<file path="src/rtl/sd_cmd_seq.sv">
// sd_cmd_seq: SD-card CMD-line sequencer.
// Generates sd_sclk from clk. Serialises a 48-bit command frame
// {0,1,index,arg,crc7,1} MSB first on sd_sclk falls. It then waits for a
// response start bit, shifts the response in on sd_sclk rises, and reports
// done, timeout or crc_err.
//
// Ports
//   clk, rstn          system clock, asynchronous active-low reset
//   start              command request (only looked at while idle)
//   cmd_index/cmd_arg  command index and argument
//   resp_type          0 none, 1 short 48 b, 2 long 136 b, 3 same as 1
//   busy / done        busy from accepted start; done pulses as busy drops
//   timeout / crc_err  status of last command, held until the next start
//   resp               response bits after start bit, end bit excluded,
//                      right-justified
//   sd_sclk            SD clock, clk / (2*CLK_DIV)
//   sd_cmd_o/_oe/_i    CMD line drive value, output enable, input
//
// Build option: define SD_CMD_CRC_CHECK_EN to check CRC7 on short responses.
// Without it, crc_err only flags a bad end bit.
//
// state  | meaning
// -------+---------------------------------------------------------
// S_IDLE | waiting for start, CMD released
// S_TX   | shifting the 48-bit frame out on sd_sclk falls
// S_WAIT | counting rises until the card's start bit or TIMEOUT
// S_RX   | shifting response bits in on rises, then the end bit
// S_GAP  | 8 sd_sclk periods of idle line before done
module sd_cmd_seq #(
  parameter int CLK_DIV = 4,
  parameter int TIMEOUT = 64
) (
  input  logic         clk,
  input  logic         rstn,
  input  logic         start,
  input  logic [5:0]   cmd_index,
  input  logic [31:0]  cmd_arg,
  input  logic [1:0]   resp_type,
  output logic         busy,
  output logic         done,
  output logic         timeout,
  output logic         crc_err,
  output logic [133:0] resp,
  output logic         sd_sclk,
  output logic         sd_cmd_o,
  output logic         sd_cmd_oe,
  input  logic         sd_cmd_i
);

  localparam int DIV_W = (CLK_DIV > 1) ? $clog2(CLK_DIV) : 1;
  localparam int TO_W  = $clog2(TIMEOUT + 1);

  typedef enum logic [2:0] {S_IDLE, S_TX, S_WAIT, S_RX, S_GAP} state_t;
  state_t state, state_nxt;

  logic [DIV_W-1:0] div_cnt;
  logic             wrap, rise, fall, tick;
  logic [47:0]      tx_sr;
  logic [5:0]       tx_left;
  logic [TO_W-1:0]  wait_cnt;
  logic [7:0]       rx_left;
  logic [4:0]       gap_left;
  logic             rsp_none, rsp_long;
  logic             resp_crc_bad;

  // CRC7, x^7 + x^3 + 1, zero initial value, MSB first.
  function automatic logic [6:0] crc7_40(input logic [39:0] d);
    logic [6:0] c;
    logic       fb;
    c = '0;
    for (int i = 39; i >= 0; i--) begin
      fb = d[i] ^ c[6];
      c  = {c[5:0], 1'b0};
      if (fb) c = c ^ 7'h09;
    end
    return c;
  endfunction

  // Free-running divider. Rise and fall are one-clk ticks that coincide
  // with the clk edge where sd_sclk actually toggles.
  assign wrap = (div_cnt == DIV_W'(CLK_DIV - 1));
  assign rise = wrap & ~sd_sclk;
  assign fall = wrap & sd_sclk;
  assign tick = rise | fall;

  always_ff @(posedge clk or negedge rstn) begin
    if (!rstn) begin
      div_cnt <= '0;
      sd_sclk <= 1'b0;
    end else if (wrap) begin
      div_cnt <= '0;
      sd_sclk <= ~sd_sclk;
    end else begin
      div_cnt <= div_cnt + DIV_W'(1);
    end
  end

`ifdef SD_CMD_CRC_CHECK_EN
  // The start bit is 0 and is not stored. Prefixing it keeps the CRC input
  // at 40 bits, the same as the command side.
  assign resp_crc_bad = !rsp_long && (crc7_40({1'b0, resp[45:7]}) != resp[6:0]);
`else
  assign resp_crc_bad = 1'b0;
`endif

  always_ff @(posedge clk or negedge rstn) begin
    if (!rstn) state <= S_IDLE;
    else       state <= state_nxt;
  end

  always_comb begin
    state_nxt = state;
    case (state)
      S_IDLE: if (start) state_nxt = S_TX;
      S_TX:   if (fall && tx_left == 6'd0) state_nxt = rsp_none ? S_GAP : S_WAIT;
      S_WAIT: begin
        if (rise) begin
          if (!sd_cmd_i)                     state_nxt = S_RX;
          else if (wait_cnt == TO_W'(1))     state_nxt = S_GAP;
        end
      end
      S_RX:   if (rise && rx_left == 8'd0) state_nxt = S_GAP;
      S_GAP:  if (tick && gap_left == 5'd1) state_nxt = S_IDLE;
      default: state_nxt = S_IDLE;
    endcase
  end

  always_ff @(posedge clk or negedge rstn) begin
    if (!rstn) begin
      busy      <= 1'b0;
      done      <= 1'b0;
      timeout   <= 1'b0;
      crc_err   <= 1'b0;
      resp      <= '0;
      sd_cmd_o  <= 1'b1;
      sd_cmd_oe <= 1'b0;
      tx_sr     <= '0;
      tx_left   <= '0;
      wait_cnt  <= '0;
      rx_left   <= '0;
      gap_left  <= '0;
      rsp_none  <= 1'b0;
      rsp_long  <= 1'b0;
    end else begin
      done <= 1'b0;
      case (state)
        S_IDLE: begin
          if (start) begin
            tx_sr    <= {2'b01, cmd_index, cmd_arg,
                         crc7_40({2'b01, cmd_index, cmd_arg}), 1'b1};
            tx_left  <= 6'd48;
            rsp_none <= (resp_type == 2'd0);
            rsp_long <= (resp_type == 2'd2);
            timeout  <= 1'b0;
            crc_err  <= 1'b0;
            resp     <= '0;
            busy     <= 1'b1;
          end
        end
        S_TX: begin
          if (fall) begin
            if (tx_left != 6'd0) begin
              sd_cmd_o  <= tx_sr[47];
              sd_cmd_oe <= 1'b1;
              tx_sr     <= {tx_sr[46:0], 1'b1};
              tx_left   <= tx_left - 6'd1;
            end else begin
              // End bit has had a full period on the line; release CMD.
              sd_cmd_o  <= 1'b1;
              sd_cmd_oe <= 1'b0;
              wait_cnt  <= TO_W'(TIMEOUT);
              // 16 ticks = 8 full sd_sclk periods regardless of entry phase.
              gap_left  <= 5'd16;
            end
          end
        end
        S_WAIT: begin
          if (rise) begin
            if (!sd_cmd_i)                  rx_left  <= rsp_long ? 8'd134 : 8'd46;
            else if (wait_cnt == TO_W'(1))  timeout  <= 1'b1;
            else                            wait_cnt <= wait_cnt - TO_W'(1);
          end
        end
        S_RX: begin
          if (rise) begin
            if (rx_left != 8'd0) begin
              resp    <= {resp[132:0], sd_cmd_i};
              rx_left <= rx_left - 8'd1;
            end else if (!sd_cmd_i || resp_crc_bad) begin
              crc_err <= 1'b1;
            end
          end
        end
        S_GAP: begin
          if (tick) begin
            gap_left <= gap_left - 5'd1;
            if (gap_left == 5'd1) begin
              done <= 1'b1;
              busy <= 1'b0;
            end
          end
        end
        default: ;
      endcase
    end
  end

endmodule
</file>
<file path="config.mk">
export PLATFORM = sky130hd
export DESIGN_NAME = sd_cmd_seq
export DESIGN_NICKNAME = d
export VERILOG_FILES = /design/src/rtl/sd_cmd_seq.sv
export SDC_FILE = /design/constraint.sdc
export NUM_CORES = 1
export LEC_CHECK = 0
export BUFFER_PORTS_ARGS = -buffer_cell sky130_fd_sc_hd__buf_2
export CAP_MARGIN = 20
export CORE_ASPECT_RATIO = 0.7
export CORE_UTILIZATION = 45
export DETAILED_ROUTE_END_ITERATION = 10
export PLACE_DENSITY = 0.67
export SETUP_SLACK_MARGIN = 0.15
export SYNTH_ARGS = -nofsm -noshare
export SYNTH_HDL_FRONTEND = slang
export SYNTH_SLANG_ARGS = --single-unit
</file>
<file path="constraint.sdc">
create_clock -name clk -period 6.07 [get_ports clk]
set_input_delay 0.3035 -clock clk [delete_from_list [all_inputs] [get_ports clk]]
set_output_delay 0.3035 -clock clk [all_outputs]
set_load 0.005 [all_outputs]
</file>
==> flow_summary.ini <==
[clock_network]
cts.sinks = 222
clk_pin_slew_ns = 0.06
htree_levels = 1
clock_latency_ns = 0.51
cts_buffer_depth = 3
cts_tree = yes
cts_resized = 0
cts_buffers = 23
cts_root_buf = clkbuf_16

[worst_setup_path]
cp.buffers_inverters = 1
ff2ff_setup_slack_ns = 2.39
cp_top_family = simple AND/OR/NAND/NOR gates
end_kind = flip-flop
crit_chain = or3b_2 -> nor2_1 -> nor2_1 -> a21oi_4 -> buf_4 -> nand3_1 -> xor2_1 -> nand2_1
worst_path_max_delay_cell = or3b_2
worstPathMaxFanout = 56
crit_top_cell = nor2_1
arrival_ns = 4.04
slowest_delay_ns = 0.87
crit_type = flip-flop to flip-flop
cp-start-kind = flip-flop
required_ns = 6.43

[power]
p_total_mw = 4.87
p_comb_share_pct = 33.1
clockPowerShare_pct = 27.5
p_int_mw = 3.15
power_density_mw_per_mm2 = 402
p_sw_share_pct = 35.2
p_switching_mw = 1.72
irDropWorstVdd_v = 0.000220
power_leakage_nw = 5.74
sequentialPowerShare_pct = 39.5

[drt]
drt_wl_total_mm = 23.2
wire_per_inst_um = 14.5
remaining_drc_errors = 0
dr.pass1.iters = 5
routed-via-count = 8039
viasPerCell = 5.02
antenna_left = 0
drt_iter0_markers = 742

[finish]
nNetsFinal = 1333
nFillCells = 2012
drive_gt1_share_pct = 19.1
diodes = 0
layout_commonest_cell = nand2_1
layout_common_cells = nand2_1, dfrtp_1, buf_2
area_growth_pct = 18.4
final_util_pct = 55.1

[die]
ioPinCount = 185
rows = 45
start_util_pct = 46.5
dieArea_mm2 = 0.0234
core_mm2 = 0.0220
die_w_um = 182
fp.dieH_um = 128

[logic_synthesis]
ys.flop_type = dfrtp_1
synth.area.top_cells = dfrtp_1, nand2_1, o21ai_0, nor2_1, xnor2_1
syn_inst = 1133
async_flop_share_pct = 100
synth_seq_area_share_pct = 54.3
syn_nets = 1186
synth_top_area_cell = dfrtp_1
yosys_warnings = 0
synth_seq_cells = 222
synth.avg_cell_area_um2 = 9.04
synth_edf_count = 0
synth_cell_types = 52
synth_top_area_share_pct = 54.0
syn-cell-area_mm2 = 0.0102

[timing]
hold_violations = 0
period_share_pct = 60.6
tightest_slew_ns = 0.969
whs_ns = 0.0590
min_period_ns = 3.68
final.setup.tns_ns = 0
max_slew_margin_pct = 35.4
fin_ws_ns = 2.39
skew_ns = 0.0250
final_max_slew_viol_count = 0
finalSetupViolCount = 0
grt_setup_unrepaired = false
fmax_ghz = 0.272

[global_routing]
grt_max_degree = 267
grt_pass1_wl_mm = 37.6
antenna_found_initial = 0
grt_usage_pct = 19.8
overflow = 0
grt_pass1_vias = 7162

[status]
outcome = complete, no violations

[place]
routabilityCongestion = 0.807
hpwl_mm = 15.5
port_buffers = 184
post-place-ws_ns = 2.38

[min_path]
hold_class = input pin to flip-flop

[job]
maxCapViolations = 0
==> worst paths after layout <==
path | cells past startpoint | from | end
worst max-delay path | 8 | state[0] | tx_left[4]
worst min-delay path | 3 | cmd_arg[21] | tx_sr[29]
worst max register to register | 8 | state[0] | tx_left[4]
worst min register to register | 1 | div_cnt[0] | div_cnt[0]
max in group asynchronous | 3 | rstn | resp[2]
min in group asynchronous | 2 | rstn | resp[58]
==> cell usage after synthesis, drive strengths merged (2+ instances only) <==
library cell  instances
nor4                  4
or3                   4
nand2               383
xnor3                15
nand3                 6
buf                   3
mux2                  2
nor2                 80
dfrtp               221
nor3                 12
a22oi                 2
o21ai               156
o31ai                 3
nor2b                 4
inv                  12
nand3b                3
clkbuf               70
xnor2                36
a41oi                 2
xor3                  4
a31oi                40
a21oi                18
nand2b                6
o22ai                 4
and3                  4
xor2                 12
ha                    9
or3b                  2
nor3b                 2
==> registers in the layout (all words and copies together) (netlist names), 2 cells and up <==
signal    count
div_cnt       2
gap_left      5
resp        134
rx_left       8
state         3
tx_left       6
tx_sr        48
wait_cnt      7
==> per-stage QoR <==
stage	instance area, um^2	std cells
3_5_place_dp	11400	1557
6_report	12100	1600
3_3_place_gp	11400	1557
5_1_grt	12100	1600
2_1_floorplan	10200	1133
4_1_cts	12100	1600
==> power by group through the flow <==
stage	clock (mW)	sequential (mW)	combinational [mW]
floorplan	0	1.88	1.33
global placement	0	1.94	1.59
detailed placement	0	1.94	1.62
CTS	1.37	1.92	1.62
global route	1.44	1.95	1.82
finish	1.34	1.92	1.61
==> worst reg2reg max path, stage by stage, from the launching register on <==
cell and delay, ns:
dfrtp_1 0.62, or3b_2 0.87, nor2_1 0.42, nor2_1 0.14
a21oi_4 0.57, buf_4 0.56, nand3_1 0.16, xor2_1 0.14
nand2_1 0.06
==> layer usage <==
| metal | up-vias | track usage (%) | routed length (um) |
|---|---|---|---|
| met3 | 17 | 3.38 | 1300 |
| li1 | 4029 | - | - |
| met1 | 3795 | 31.6 | 12100 |
| met2 | 198 | 28.2 | 9610 |
| met4 | 0 | 3.16 | 231 |
| met5 | - | 0 | 0 |
==> layout make-up <==
class	count	area, um^2	area share (%)
Clock buffer	37	688	5.68
Clock inverter	3	22.5	0.186
Inverter	12	45.0	0.372
Multi-Input combinational cell	826	4390	36.3
Sequential cell	222	5560	45.8
Tap cell	305	382	3.15
Timing Repair Buffer	195	1030	8.53
==> logic make-up after synthesis <==
group           share of synthesized area [%]
simple gates                             20.1
buf+inv                                  3.13
xor+xnor                                 8.73
fa+ha+maj                                1.10
flops                                    54.3
compound gates                           12.5
mux                                     0.220
==> timing repair <==
action / 4_1_cts / 5_1_grt
hold buffers: 3 / 0
buffers inserted: 0 / 0
endpoints found under the hold margin: 121 / 0
(Power assumes the default switching activity.)
